File: src/rtl/dqn_sequencer.sv
// -----------------------------------------------------------------------------
// dqn_sequencer
//
// Front-end sequencer for a DQN accelerator with a main network and a target
// network. It has four operating modes:
//
//   INIT  - initial weight load: weight writes are forwarded to both networks.
//   RUN   - interactive inference: the current state of each sample is
//           serialised, one element per cycle, to the main network only.
//   TRAIN - training: current state goes to the main network and next state
//           to the target network, element by element. Every UPDATE_PERIOD
//           training samples it requests a main->target weight synchronisation.
//   SYNC  - the external synchronisation engine reads main weights and writes
//           target weights through the shared weight bus.
//
// Ports
//   clk, rst_n            clock, asynchronous active-low reset
//   i_valid / o_ready     sample handshake (accepted when both are high)
//   i_current_state       N packed elements, element k at [k*DW +: DW]
//   i_next_state          N packed elements, same packing
//   i_train_mode          level: 1 = training, 0 = interactive
//   i_weight_*            initial-load weight strobe, layer, address, value
//   i_load_weight_done    initial load complete pulse
//   i_sync_*              sync engine strobe, read/write, layer, addr, value
//   i_sync_done           synchronisation complete pulse
//   o_data_valid          element strobe, bit0 = main, bit1 = target
//   o_data_addr           element index
//   o_data                {target element, main element}
//   o_wt_valid            weight strobe, bit0 = main, bit1 = target
//   o_wt_layer/addr/data  shared weight bus
//   o_load_done           load-done pulse, bit0 = main, bit1 = target
//   o_update_request      one-cycle synchronisation start pulse
//   o_mode                0 INIT, 1 RUN, 2 TRAIN, 3 SYNC
// -----------------------------------------------------------------------------
module dqn_sequencer #(
    parameter int DATA_WIDTH           = 32,
    parameter int LAYER_WIDTH          = 2,
    parameter int WEIGHT_ADDR_WIDTH    = 11,
    parameter int NUMBER_OF_INPUT_NODE = 2,
    parameter int UPDATE_PERIOD        = 4,
    localparam int ADDR_W = (NUMBER_OF_INPUT_NODE > 1) ? $clog2(NUMBER_OF_INPUT_NODE) : 1
) (
    input  logic                                       clk,
    input  logic                                       rst_n,
    input  logic                                       i_valid,
    output logic                                       o_ready,
    input  logic [NUMBER_OF_INPUT_NODE*DATA_WIDTH-1:0] i_current_state,
    input  logic [NUMBER_OF_INPUT_NODE*DATA_WIDTH-1:0] i_next_state,
    input  logic                                       i_train_mode,
    input  logic                                       i_weight_valid,
    input  logic [LAYER_WIDTH-1:0]                     i_weight_layer,
    input  logic [WEIGHT_ADDR_WIDTH-1:0]               i_weight_addr,
    input  logic [DATA_WIDTH-1:0]                      i_weight,
    input  logic                                       i_load_weight_done,
    input  logic                                       i_sync_valid,
    input  logic                                       i_sync_wr,
    input  logic [LAYER_WIDTH-1:0]                     i_sync_layer,
    input  logic [WEIGHT_ADDR_WIDTH-1:0]               i_sync_addr,
    input  logic [DATA_WIDTH-1:0]                      i_sync_weight,
    input  logic                                       i_sync_done,
    output logic [1:0]                                 o_data_valid,
    output logic [ADDR_W-1:0]                          o_data_addr,
    output logic [2*DATA_WIDTH-1:0]                    o_data,
    output logic [1:0]                                 o_wt_valid,
    output logic [LAYER_WIDTH-1:0]                     o_wt_layer,
    output logic [WEIGHT_ADDR_WIDTH-1:0]               o_wt_addr,
    output logic [DATA_WIDTH-1:0]                      o_wt_data,
    output logic [1:0]                                 o_load_done,
    output logic                                       o_update_request,
    output logic [1:0]                                 o_mode
);

    localparam int N     = NUMBER_OF_INPUT_NODE;
    localparam int DW    = DATA_WIDTH;
    localparam int CNT_W = $clog2(UPDATE_PERIOD + 1);

    localparam logic [ADDR_W-1:0] LAST_IDX  = ADDR_W'(N - 1);
    localparam logic [CNT_W-1:0]  CNT_LIMIT = CNT_W'(UPDATE_PERIOD);

    typedef enum logic [1:0] {
        MODE_INIT  = 2'd0,
        MODE_RUN   = 2'd1,
        MODE_TRAIN = 2'd2,
        MODE_SYNC  = 2'd3
    } mode_t;

    mode_t             mode_reg;
    logic              busy_reg;
    logic [ADDR_W-1:0] idx_reg;          // index of the element currently on o_data
    logic [CNT_W-1:0]  sample_cnt_reg;   // training samples since last sync
    logic [N*DW-1:0]   cur_reg;
    logic [N*DW-1:0]   nxt_reg;

    logic [ADDR_W-1:0] idx_next;
    logic [DW-1:0]     cur_elem [N];
    logic [DW-1:0]     nxt_elem [N];

    // Unpack the captured sample so the serialiser can index by element.
    genvar gi;
    generate
        for (gi = 0; gi < N; gi++) begin : g_unpack
            assign cur_elem[gi] = cur_reg[gi*DW +: DW];
            assign nxt_elem[gi] = nxt_reg[gi*DW +: DW];
        end
    endgenerate

    assign idx_next = idx_reg + ADDR_W'(1);

    // Ready is a pure function of registered state, so it drops the cycle
    // after acceptance and rises again the cycle after the last element.
    assign o_ready = ((mode_reg == MODE_RUN) || (mode_reg == MODE_TRAIN)) && !busy_reg;
    assign o_mode  = mode_reg;

    always_ff @(posedge clk or negedge rst_n) begin
        if (!rst_n) begin
            mode_reg         <= MODE_INIT;
            busy_reg         <= 1'b0;
            idx_reg          <= '0;
            sample_cnt_reg   <= '0;
            cur_reg          <= '0;
            nxt_reg          <= '0;
            o_data_valid     <= 2'b00;
            o_data_addr      <= '0;
            o_data           <= '0;
            o_wt_valid       <= 2'b00;
            o_wt_layer       <= '0;
            o_wt_addr        <= '0;
            o_wt_data        <= '0;
            o_load_done      <= 2'b00;
            o_update_request <= 1'b0;
        end else begin
            // Strobes and pulses default low; the mode branches raise them.
            o_wt_valid       <= 2'b00;
            o_load_done      <= 2'b00;
            o_update_request <= 1'b0;

            case (mode_reg)
                MODE_INIT: begin
                    if (i_weight_valid) begin
                        o_wt_valid <= 2'b11;
                        o_wt_layer <= i_weight_layer;
                        o_wt_addr  <= i_weight_addr;
                        o_wt_data  <= i_weight;
                    end
                    if (i_load_weight_done) begin
                        o_load_done <= 2'b11;
                        mode_reg    <= MODE_RUN;
                    end
                end

                MODE_RUN, MODE_TRAIN: begin
                    if (busy_reg) begin
                        if (idx_reg == LAST_IDX) begin
                            // Last element has been presented for one cycle.
                            busy_reg     <= 1'b0;
                            o_data_valid <= 2'b00;
                            o_data_addr  <= '0;
                            o_data       <= '0;
                            // The counter can only have reached the limit via
                            // the sample just finished, so the sync request
                            // follows that sample's last element.
                            if (sample_cnt_reg == CNT_LIMIT) begin
                                o_update_request <= 1'b1;
                                sample_cnt_reg   <= '0;
                                mode_reg         <= MODE_SYNC;
                            end
                        end else begin
                            idx_reg     <= idx_next;
                            o_data_addr <= idx_next;
                            o_data      <= {nxt_elem[idx_next], cur_elem[idx_next]};
                        end
                    end else begin
                        // Mode tracks the train level only between samples,
                        // so a sample is never split across modes.
                        mode_reg <= i_train_mode ? MODE_TRAIN : MODE_RUN;
                        if (i_valid) begin
                            cur_reg      <= i_current_state;
                            nxt_reg      <= i_next_state;
                            busy_reg     <= 1'b1;
                            idx_reg      <= '0;
                            o_data_addr  <= '0;
                            // Element 0 comes straight from the inputs so it
                            // appears the cycle after acceptance.
                            o_data       <= {i_next_state[DW-1:0], i_current_state[DW-1:0]};
                            o_data_valid <= (mode_reg == MODE_TRAIN) ? 2'b11 : 2'b01;
                            if (mode_reg == MODE_TRAIN) begin
                                sample_cnt_reg <= sample_cnt_reg + CNT_W'(1);
                            end
                        end
                    end
                end

                MODE_SYNC: begin
                    if (i_sync_valid) begin
                        o_wt_layer <= i_sync_layer;
                        o_wt_addr  <= i_sync_addr;
                        if (i_sync_wr) begin
                            // Write goes to the target network only.
                            o_wt_valid <= 2'b10;
                            o_wt_data  <= i_sync_weight;
                        end else begin
                            // Read request: data bus is left as is.
                            o_wt_valid <= 2'b11;
                        end
                    end
                    if (i_sync_done) begin
                        o_load_done <= 2'b10;
                        mode_reg    <= i_train_mode ? MODE_TRAIN : MODE_RUN;
                    end
                end

                default: mode_reg <= MODE_INIT;
            endcase
        end
    end

endmodule

File: config.mk
export PLATFORM = sky130hd
export DESIGN_NAME = dqn_sequencer
export DESIGN_NICKNAME = d
export VERILOG_FILES = /design/src/rtl/dqn_sequencer.sv
export SDC_FILE = /design/constraint.sdc
export NUM_CORES = 1
export LEC_CHECK = 0
export BUFFER_PORTS_ARGS = -buffer_cell sky130_fd_sc_hd__buf_2
export CORE_UTILIZATION = 40
export DETAILED_ROUTE_END_ITERATION = 10
export PLACE_DENSITY = 0.71
export SYNTH_ARGS = -nofsm -noshare
export SYNTH_HDL_FRONTEND = slang
export SYNTH_SLANG_ARGS = --single-unit
export TNS_END_PERCENT = 100
File: constraint.sdc
create_clock -name clk -period 1.8 [get_ports clk]
set_input_delay 0.09 -clock clk [delete_from_list [all_inputs] [get_ports clk]]
set_output_delay 0.09 -clock clk [all_outputs]
set_load 0.02 [all_outputs]
==> results by stage, run 1 <==
Logic synthesis:
- The post-synthesis cell area is 0.008431 mm^2.
- Counting flops with a built-in enable in the synthesized netlist gives 0.
- The proportion of synthesized flip-flops having asynchronous set or reset is 1.000.
- After synthesis the netlist holds a flip-flop and latch count of roughly 190.
- The count of yosys warnings during synthesis is 0.
- The cell count after synthesis is 652.
- The share of the Yosys chip area taken by registers is 0.5580.
- The distinct cell type count of the synthesized netlist is 36.
- Dividing the synthesized area by the synthesized cell count gives 12.93 um^2.
- The biggest area contributor in the post-synthesis netlist is dfrtp_1.
- After synthesis, the cell types taking the most area are dfrtp_1 56%, mux2_2 13%, mux2_4 11%, a221oi_1 6.8%, nor2_1 5.8%.
- By instance count, the leading cell after synthesis is dfrtp_1.
- The portion of synthesized cell area occupied by the leading cell type is 0.5580.
- When the netlist entered floorplanning its net count stood at 884.
- After synthesis, the most frequently instantiated cells are 188 x dfrtp_1, 130 x nor2_1, 94 x mux2_2.
- The most used flip-flop cell after synthesis is dfrtp_1.

Final layout:
- The post-route core utilization is 0.6476.
- The area used by sequential logic in the layout is 0.004707 mm^2.
- The register with the most flip-flops in the layout has 64 of them.
- The final layout net count is approximately 1,400.
- The multi-input combinational cells in the finished layout cover a total of 0.003643 mm^2.
- From synthesis to final layout, the design area changed by 56.93%.
- The fraction of final layout cells with drive strength greater than 1 is 0.5268.
- Counting the fill cells in the layout gives 1,458.
- The finished layout holds ~1,400 standard cells, fillers aside.
- The register with the most flip-flops is o_data.

Power:
- The sum of internal, switching and leakage power is 0.02623 W.
- The leakage power is 6.419 nW.
- Power spread over the standard cell area amounts to 1983 mW/mm^2.
- IR analysis of the VDD net gives a maximum drop of about 0.96 mV.

Global routing:
- The global-route wire length before repair is 42,010 um.
- Entering global routing, the biggest net connects 59 pins.
- The overall global routing resource usage is 0.2511.
- The number of global-route vias before repair is 7,884.
- The total congestion overflow after global routing is 0.
- The initial antenna violation count is 1.

Hold path:
- The tightest min-delay check is of the input pin to flip-flop type.

Clock tree:
- The number of buffers created by CTS is 17.
- TritonCTS built the clock tree.
- The clock transition time at the flip-flop clock pins of the worst setup and hold paths is 0.07 ns.
- The clock latency at the later pin of the worst-skew pair is roughly 0.43 ns.
- Clock tree synthesis found a total of 188 sinks.
- The cell sitting at the root of the clock tree is a clkbuf_16.
- The maximum buffer depth of the clock tree is 2.
- The CTS H-tree depth is 4.

Outcome:
- The flow ran to the end, and the final reports show no timing, DRC or antenna violations.

Floorplan:
- The initial utilization of the core area, before any placement, comes to 0.4127.
- In this run the count of I/O pins placed on the die edge is 347.
- The floorplan step defined a core boundary enclosing 0.02043 mm^2.
- In this run the core area contains 52 standard-cell rows.
- The die span in y is 147.2 um.
- The die covers 0.02166 mm^2.
- The die is between 100 and 150 um wide.

STA:
- Dividing the final minimum period by the clock period gives 0.9882.
- The count of final max-slew check failures was 0.
- The maximum clock frequency is 0.5622 GHz.
- The measured slew at the worst slew-check pin is 0.7345 ns.
- Setup violations remaining at the end of the flow were counted as 0.
- The number of failing hold endpoints at the final stage is 0.
- The final clock skew is 0.01514 ns.
- The final period demand of the worst path is 1.779 ns.
- Measured against its own limit, the worst slew margin works out to 0.5093.
- The final setup slack of the worst path is 0.02125 ns.
- Setup repair after global routing could not meet its margin everywhere.

Worst setup path:
- Of all nets on the critical path, the largest fanout is 9.
- STA classifies the critical path startpoint as a flip-flop.
- The data required time at the worst endpoint is 2.11 ns.
- Data on the critical path arrives at its endpoint at 2.09 ns.
- The critical path is of the flip-flop to flip-flop type.
- The element type at the critical path end is a flip-flop.

Placed design:
- Routability-driven placement finished with a final weighted congestion of between 0.7 and 0.8.
- Summed over all nets, the half-perimeter wirelength after detailed placement is 16,490 um.
- Input and output buffers added on the ports amount to 346.
- Before CTS, the worst setup slack after placement is -0.1082 ns.
- Once placement completed, the tool counted placed cells totaling 1,258.

Routing:
- The via density per instance is 5.180.
- The first-pass iteration count of the detailed router is 5.
- The detail route stage leaves a number of antenna-violating nets equal to 0.
- The total length of routed wires is 28,170 um.
- The detailed-route via count is 7,491.
- In the final routed layout, each cell accounts on average for a little under 20 um.
- The number of DRC violations after detailed-routing iteration 0 is about 350.
- After detailed routing, the number of remaining DRC violations is 0.

Job:
- Max-cap violations in this run came to 0.
[power breakdown]
group	internal, W	switching (W)	total (W)
Clock	0.00199	0.00185	0.00384
Sequential	0.00649	0.00135	0.00784
Combinational	0.00694	0.00762	0.0146
[metrics by stage]
step                TNS [ns]  hold slack (ns)  instance area (um^2)
floorplan                  0          -0.2056                  8447
global placement     -0.4371          0.09830                 10730
detailed placement    -2.451           0.1032                 10730
CTS                  -0.1760         0.006477                 12870
global route         -0.5601          0.01594                 13230
finish                     0          0.02038                 13230
[what timing repair did]
item,in CTS,in global routing
endpoints found under the setup margin,123,109
hold buffers,136,0
cloned,3,6
gates resized for setup,11,45
endpoints found under the hold margin,185,0
pin swaps,4,5
setup buffers,8,3
[placed cells by master (no fill, tap or decap), types with 3 or more instances in the layout]
| master | count |
|---|---|
| buf_2 | 344 |
| buf_6 | 8 |
| a221oi_2 | 10 |
| inv_2 | 3 |
| mux2_2 | 74 |
| inv_6 | 4 |
| buf_12 | 16 |
| dfrtp_1 | 186 |
| dlygate4sd3_1 | 136 |
| buf_4 | 24 |
| nand2_1 | 9 |
| inv_1 | 7 |
| nor2_1 | 129 |
| o21ai_0 | 6 |
| ha_1 | 3 |
| a21oi_1 | 7 |
| clkinv_4 | 3 |
| mux2_4 | 82 |
| clkbuf_16 | 22 |
| a221oi_1 | 55 |
| inv_8 | 4 |
[per-layer routing]
| layer | GRT usage | up-vias | share of wire |
|---|---|---|---|
| met1 | 0.2889 | 3663 | 0.38 |
| li1 | - | 3363 | - |
| met3 | 0.05994 | 68 | 0.073 |
| met5 | 0 | - | 0 |
| met4 | 0.08299 | 0 | 0.033 |
| met2 | 0.4554 | 397 | 0.51 |
[kinds of logic after synthesis]
group,after synthesis,share of synthesized area
AO/OA/AOI/OAI,91,0.08771
adder cells (fa/ha/maj),5,0.007421
AND/OR/NAND/NOR,153,0.07183
flip-flops,188,0.5580
multiplexers,157,0.2363
buffers and inverters,58,0.03874
[worst paths after layout]
| kind | startpoint | end | slack (ns) | depth (start not counted) |
|---|---|---|---|---|
| setup reg to reg | o_mode[1] | o_wt_data[24] | 0.02 | 7 |
| setup / recovery | o_mode[1] | o_wt_data[24] | 0.02 | 7 |
| min in group asynchronous | rst_n | o_data[20] | 0.19 | 2 |
| hold / removal | i_sync_layer[0] | o_wt_layer[0] | 0.02 | 3 |
| hold reg to reg | o_data_addr | o_data_addr | 0.49 | 1 |
| max in group asynchronous | rst_n | cur_reg[55] | 0.98 | 3 |
[worst max-delay path, cell delays in order (launching register included)]
cell and delay (ns):
dfrtp_2 0.43, buf_6 0.12, ha_4 0.17, buf_6 0.13
buf_8 0.14, buf_12 0.14, mux2_2 0.29, mux2_4 0.26
[area by class of cell]
| cell class | instances | area share |
|---|---|---|
| sequential | 188 | 0.3558 |
| timing repair buffer | 538 | 0.2950 |
| clock inverter | 15 | 0.01315 |
| inverter | 10 | 0.002837 |
| antenna | 1 | 0.0001891 |
| tap | 270 | 0.02553 |
| clock buffer | 17 | 0.03215 |
| multi-input combinational | 407 | 0.2754 |
Power figures use the tool's default switching activity.
==> run 2, diff against run 1 <==
==> constraint.sdc (replaced) <==
create_clock -name clk -period 1.8 [get_ports clk]
set_input_delay 0 -clock clk [delete_from_list [all_inputs] [get_ports clk]]
set_output_delay 0 -clock clk [all_outputs]
set_load 0.02 [all_outputs]
==> run 2 against run 1 <==
  * The flow now finishes with violations (negative setup slack)
  * Global-route usage up 1.5 points
  * Setup slack worse by 0.043 ns
  * Die area is the same
  * Sequential share of layout area shrank 1.5 points
  * Combinational power fell by 5%
  * Cell area rose by 4.5%
  * Hold slack better by 0.075 ns
  * Count of clock-buffer cells in the layout increased by 1
  * First-iteration DRC count grew 7.2%
  * Sequential power barely moved
  * Maximum frequency decreased by 2.3%
  * Critical path type unchanged
  * Largest cell class unchanged
==> results by stage, run 2 (same netlist as run 1, synthesis figures left out) <==
Routing:
- The first-pass iteration count of the detailed router is 5 (unchanged).
- The total length of routed wires is 29,170 um (was 28,170 um).
- The average wire per cell in the routed design is 19.13 um (was 19.48 um).
- The number of DRC violations after detailed-routing iteration 0 is 373 (was 348).
- The final routed DRC violation total was 0 (unchanged).
- The detailed-route via count was 7,785 (was 7,491).
- The number of routed nets with antenna violations is 0 (unchanged).
- The via density per instance is 5.105 (was 5.180).

Outcome:
- Outcome: complete, but fails checks (was finished clean).
- The checks that failed: negative setup slack.

Hold path:
- The type of the worst min-delay path is input pin to async pin (was input pin to flip-flop).

Worst setup path:
- The element type at the critical path end is a flip-flop (unchanged).
- The reg-to-reg critical path startpoint is o_mode[0] (was o_mode[1]).
- The maximum fanout along the worst path is 8 (was 9).
- The capture point of the worst path is o_wt_data[24] (unchanged).
- The worst setup slack for register-to-register paths is -0.02 ns (was 0.02 ns).
- The critical setup path kind is flip-flop to flip-flop (unchanged).
- The destination of the worst register-to-register timing path was o_wt_data[24] (unchanged).
- The worst reg-to-reg path cell count is 8 (was 7).
- The launching element of the worst setup path is o_mode[0] (was o_mode[1]).
- The endpoint arrival time on the critical path is 2.13 ns (was 2.09 ns).
- The data required time at the worst endpoint was 2.11 ns (about the same).
- The startpoint kind of the worst setup timing path is a flip-flop (unchanged).

STA:
- The post-route fraction of the period consumed by the critical path is 1.012 (was 0.9882).
- The worst slew margin relative to its limit is 0.5418 (was 0.5093).
- The final clock skew was 0.01252 ns (was 0.01514 ns).
- The final setup slack of the worst path is -0.02151 ns (was 0.02125 ns).
- The maximum clock frequency is 0.5490 GHz (was 0.5622 GHz).
- The measured slew at the worst slew-check pin is 0.6859 ns (was 0.7345 ns).
- The post-route worst hold slack is 0.09578 ns (was 0.02038 ns).
- The count of final max-slew check failures is 0 (unchanged).
- The number of failing hold endpoints at the final stage is 0 (unchanged).
- The number of endpoints failing setup at the final stage is 12 (was 0).
- Setup repair after global routing missed its margin: yes (unchanged).
- The final period demand of the worst path is 1.822 ns (was 1.779 ns).
- The total negative slack is -0.09147 ns (was 0 ns).

Clock tree:
- The number of buffers created by CTS came to 17 (unchanged).
- The clock transition time at the flip-flop clock pins of the worst setup and hold paths is 0.08 ns (was 0.07 ns).
- The maximum buffer depth of the clock tree is 2 (unchanged).
- The clock net sink count was 188 (unchanged).
- The clock latency at the later pin of the worst-skew pair is 0.43 ns (about the same).
- The clock tree from TritonCTS is built (unchanged).
- The clock root buffer master was clkbuf_16 (unchanged).
- The CTS H-tree depth came to 4 (unchanged).

Floorplan:
- The die span in y is 147.2 um (unchanged).
- The count of boundary I/O pins is 347 (unchanged).
- The cell row count was 52 (unchanged).
- The overall die width is 147.2 um (unchanged).
- The total die area is 0.02166 mm^2 (unchanged).
- The placeable core area is 0.02043 mm^2 (unchanged).
- The initial cell density of the core is 0.4127 (unchanged).

Final layout:
- Commonest cells after routing, fill and taps aside: 344 x buf_2, 226 x dlygate4sd3_1, 186 x dfrtp_1, 130 x nor2_1, 83 x mux2_2 (was 344 x buf_2, 186 x dfrtp_1, 136 x dlygate4sd3_1, 129 x nor2_1, 82 x mux2_4).
- The post-route core utilization is 0.6766 (was 0.6476).
- The fraction of final layout cells with drive strength greater than 1 is 0.4745 (was 0.5268).
- The area added between synthesis and finish is 63.97% (was 56.93%).
- The final layout net count is 1,473 (was 1,394).
- The flip-flop count of the largest register after layout came to 64 (unchanged).
- The commonest non-fill, non-tap cell in the layout was buf_2 (unchanged).
- The register with the most flip-flops is o_data (unchanged).
- The number of filler cells placed in the layout is 1,344 (was 1,458).

Placed design:
- The global placement routability congestion is 0.7713 (was 0.7840).
- The half-perimeter wire length after detailed placement was 16,590 um (was 16,490 um).
- The quantity of I/O buffers inserted on ports came to 346 (unchanged).

Global routing:
- The total congestion overflow after global routing is 0 (unchanged).
- The fraction of met1 tracks used by global routing is 0.3121 (was 0.2889).
- The met2 global-route usage is 0.4693 (was 0.4554).
- The most utilized layer in the global route result is met2 (unchanged).
- The global-route wire length before repair is 44,710 um (was 42,010 um).
- The initial antenna violation count came to 1 (unchanged).
- The routing usage on met3 is 0.06801 (was 0.05994).
- The pin count of the biggest net entering global routing is 57 (was 59).
- The overall global routing resource usage is 0.2664 (was 0.2511).
- The number of global-route vias before repair is 8,430 (was 7,884).

Power:
- The sum of internal, switching and leakage power is 0.02542 W (was 0.02623 W).
- The leakage power came to 6.645 nW (was 6.419 nW).
- The worst voltage drop across the vdd grid is 1.004 mV (was 0.9590 mV).
- The total power density per cell area is 1839 mW/mm^2 (was 1983 mW/mm^2).

Job:
- The total of max-cap violations is 0 (unchanged).
## run 2: changes by cell type in the layout (fill, tap and decap cells not counted), sizes merged
cell,before,now
buf,395,386
inv,18,19
bufinv,1,0
clkinvlp,0,1
bufbuf,1,0
dlygate4sd3,136,226
clkinv,6,4
## run 2: metrics by stage
stage               std cells  area (um^2)  setup WS (ns)
finish                   1525        13820       -0.02151
global route             1525        13820       -0.05859
CTS                      1517        13610        0.01740
detailed placement       1257        10710       -0.06651
global placement         1257        10710       -0.05870
floorplan                 652         8447       0.002723
## run 2: layer usage
| layer | vias to the layer above | wire length [um] |
|---|---|---|
| met4 | 0 | 891 |
| li1 | 3519 | - |
| met3 | 64 | 2235 |
| met1 | 3813 | 11310 |
| met5 | - | 0 |
| met2 | 389 | 14740 |
## run 2: power by group
part | total [W] | switching, W | internal, W
Clock | 0.00382 | 0.00190 | 0.00193
Sequential | 0.00782 | 0.00133 | 0.00649
Combinational | 0.0138 | 0.00732 | 0.00645
## run 2: layout make-up
cell class | instances | area (um^2) | share of cell area
clock buffers | 18 | 439.2 | 0.03177
diodes | 1 | 2.502 | 0.0001810
multi-input cells | 407 | 3525 | 0.2550
clock inverters | 14 | 163.9 | 0.01186
inverters | 10 | 37.54 | 0.002715
flip-flops and latches | 188 | 4707 | 0.3405
well taps | 270 | 337.8 | 0.02444
repair buffers | 617 | 4611 | 0.3335
## run 2: worst min-delay path by stage
| stage | start | end | slack (ns) | cells after the start |
|---|---|---|---|---|
| after global routing | rst_n | o_data[20] | 0.13 | 2 |
| after floorplan | rst_n | busy_reg | -0.30 | 0 |
| after global placement | rst_n | o_data[20] | 0.01 | 1 |
| after detailed placement | rst_n | o_data[20] | 0.01 | 1 |
| final | rst_n | o_data[20] | 0.1 | 2 |
| after CTS | rst_n | o_data[20] | 0.10 | 2 |
## run 2: worst max-delay path: stages, from the launching register on
cell and delay, ns:
dfrtp_2 0.43, inv_2 0.09, ha_4 0.15, mux2i_4 0.27, buf_6 0.13, a21oi_4 0.03
buf_12 0.13, buf_8 0.15, mux2_1 0.32
## run 2: what timing repair did
item,CTS,global route
resized for setup,6,19
endpoints found under the hold margin,364,0
buffers inserted,1,2
cloned,1,5
pin swaps,2,2
endpoints found under the setup margin,52,87
hold buffers,226,0
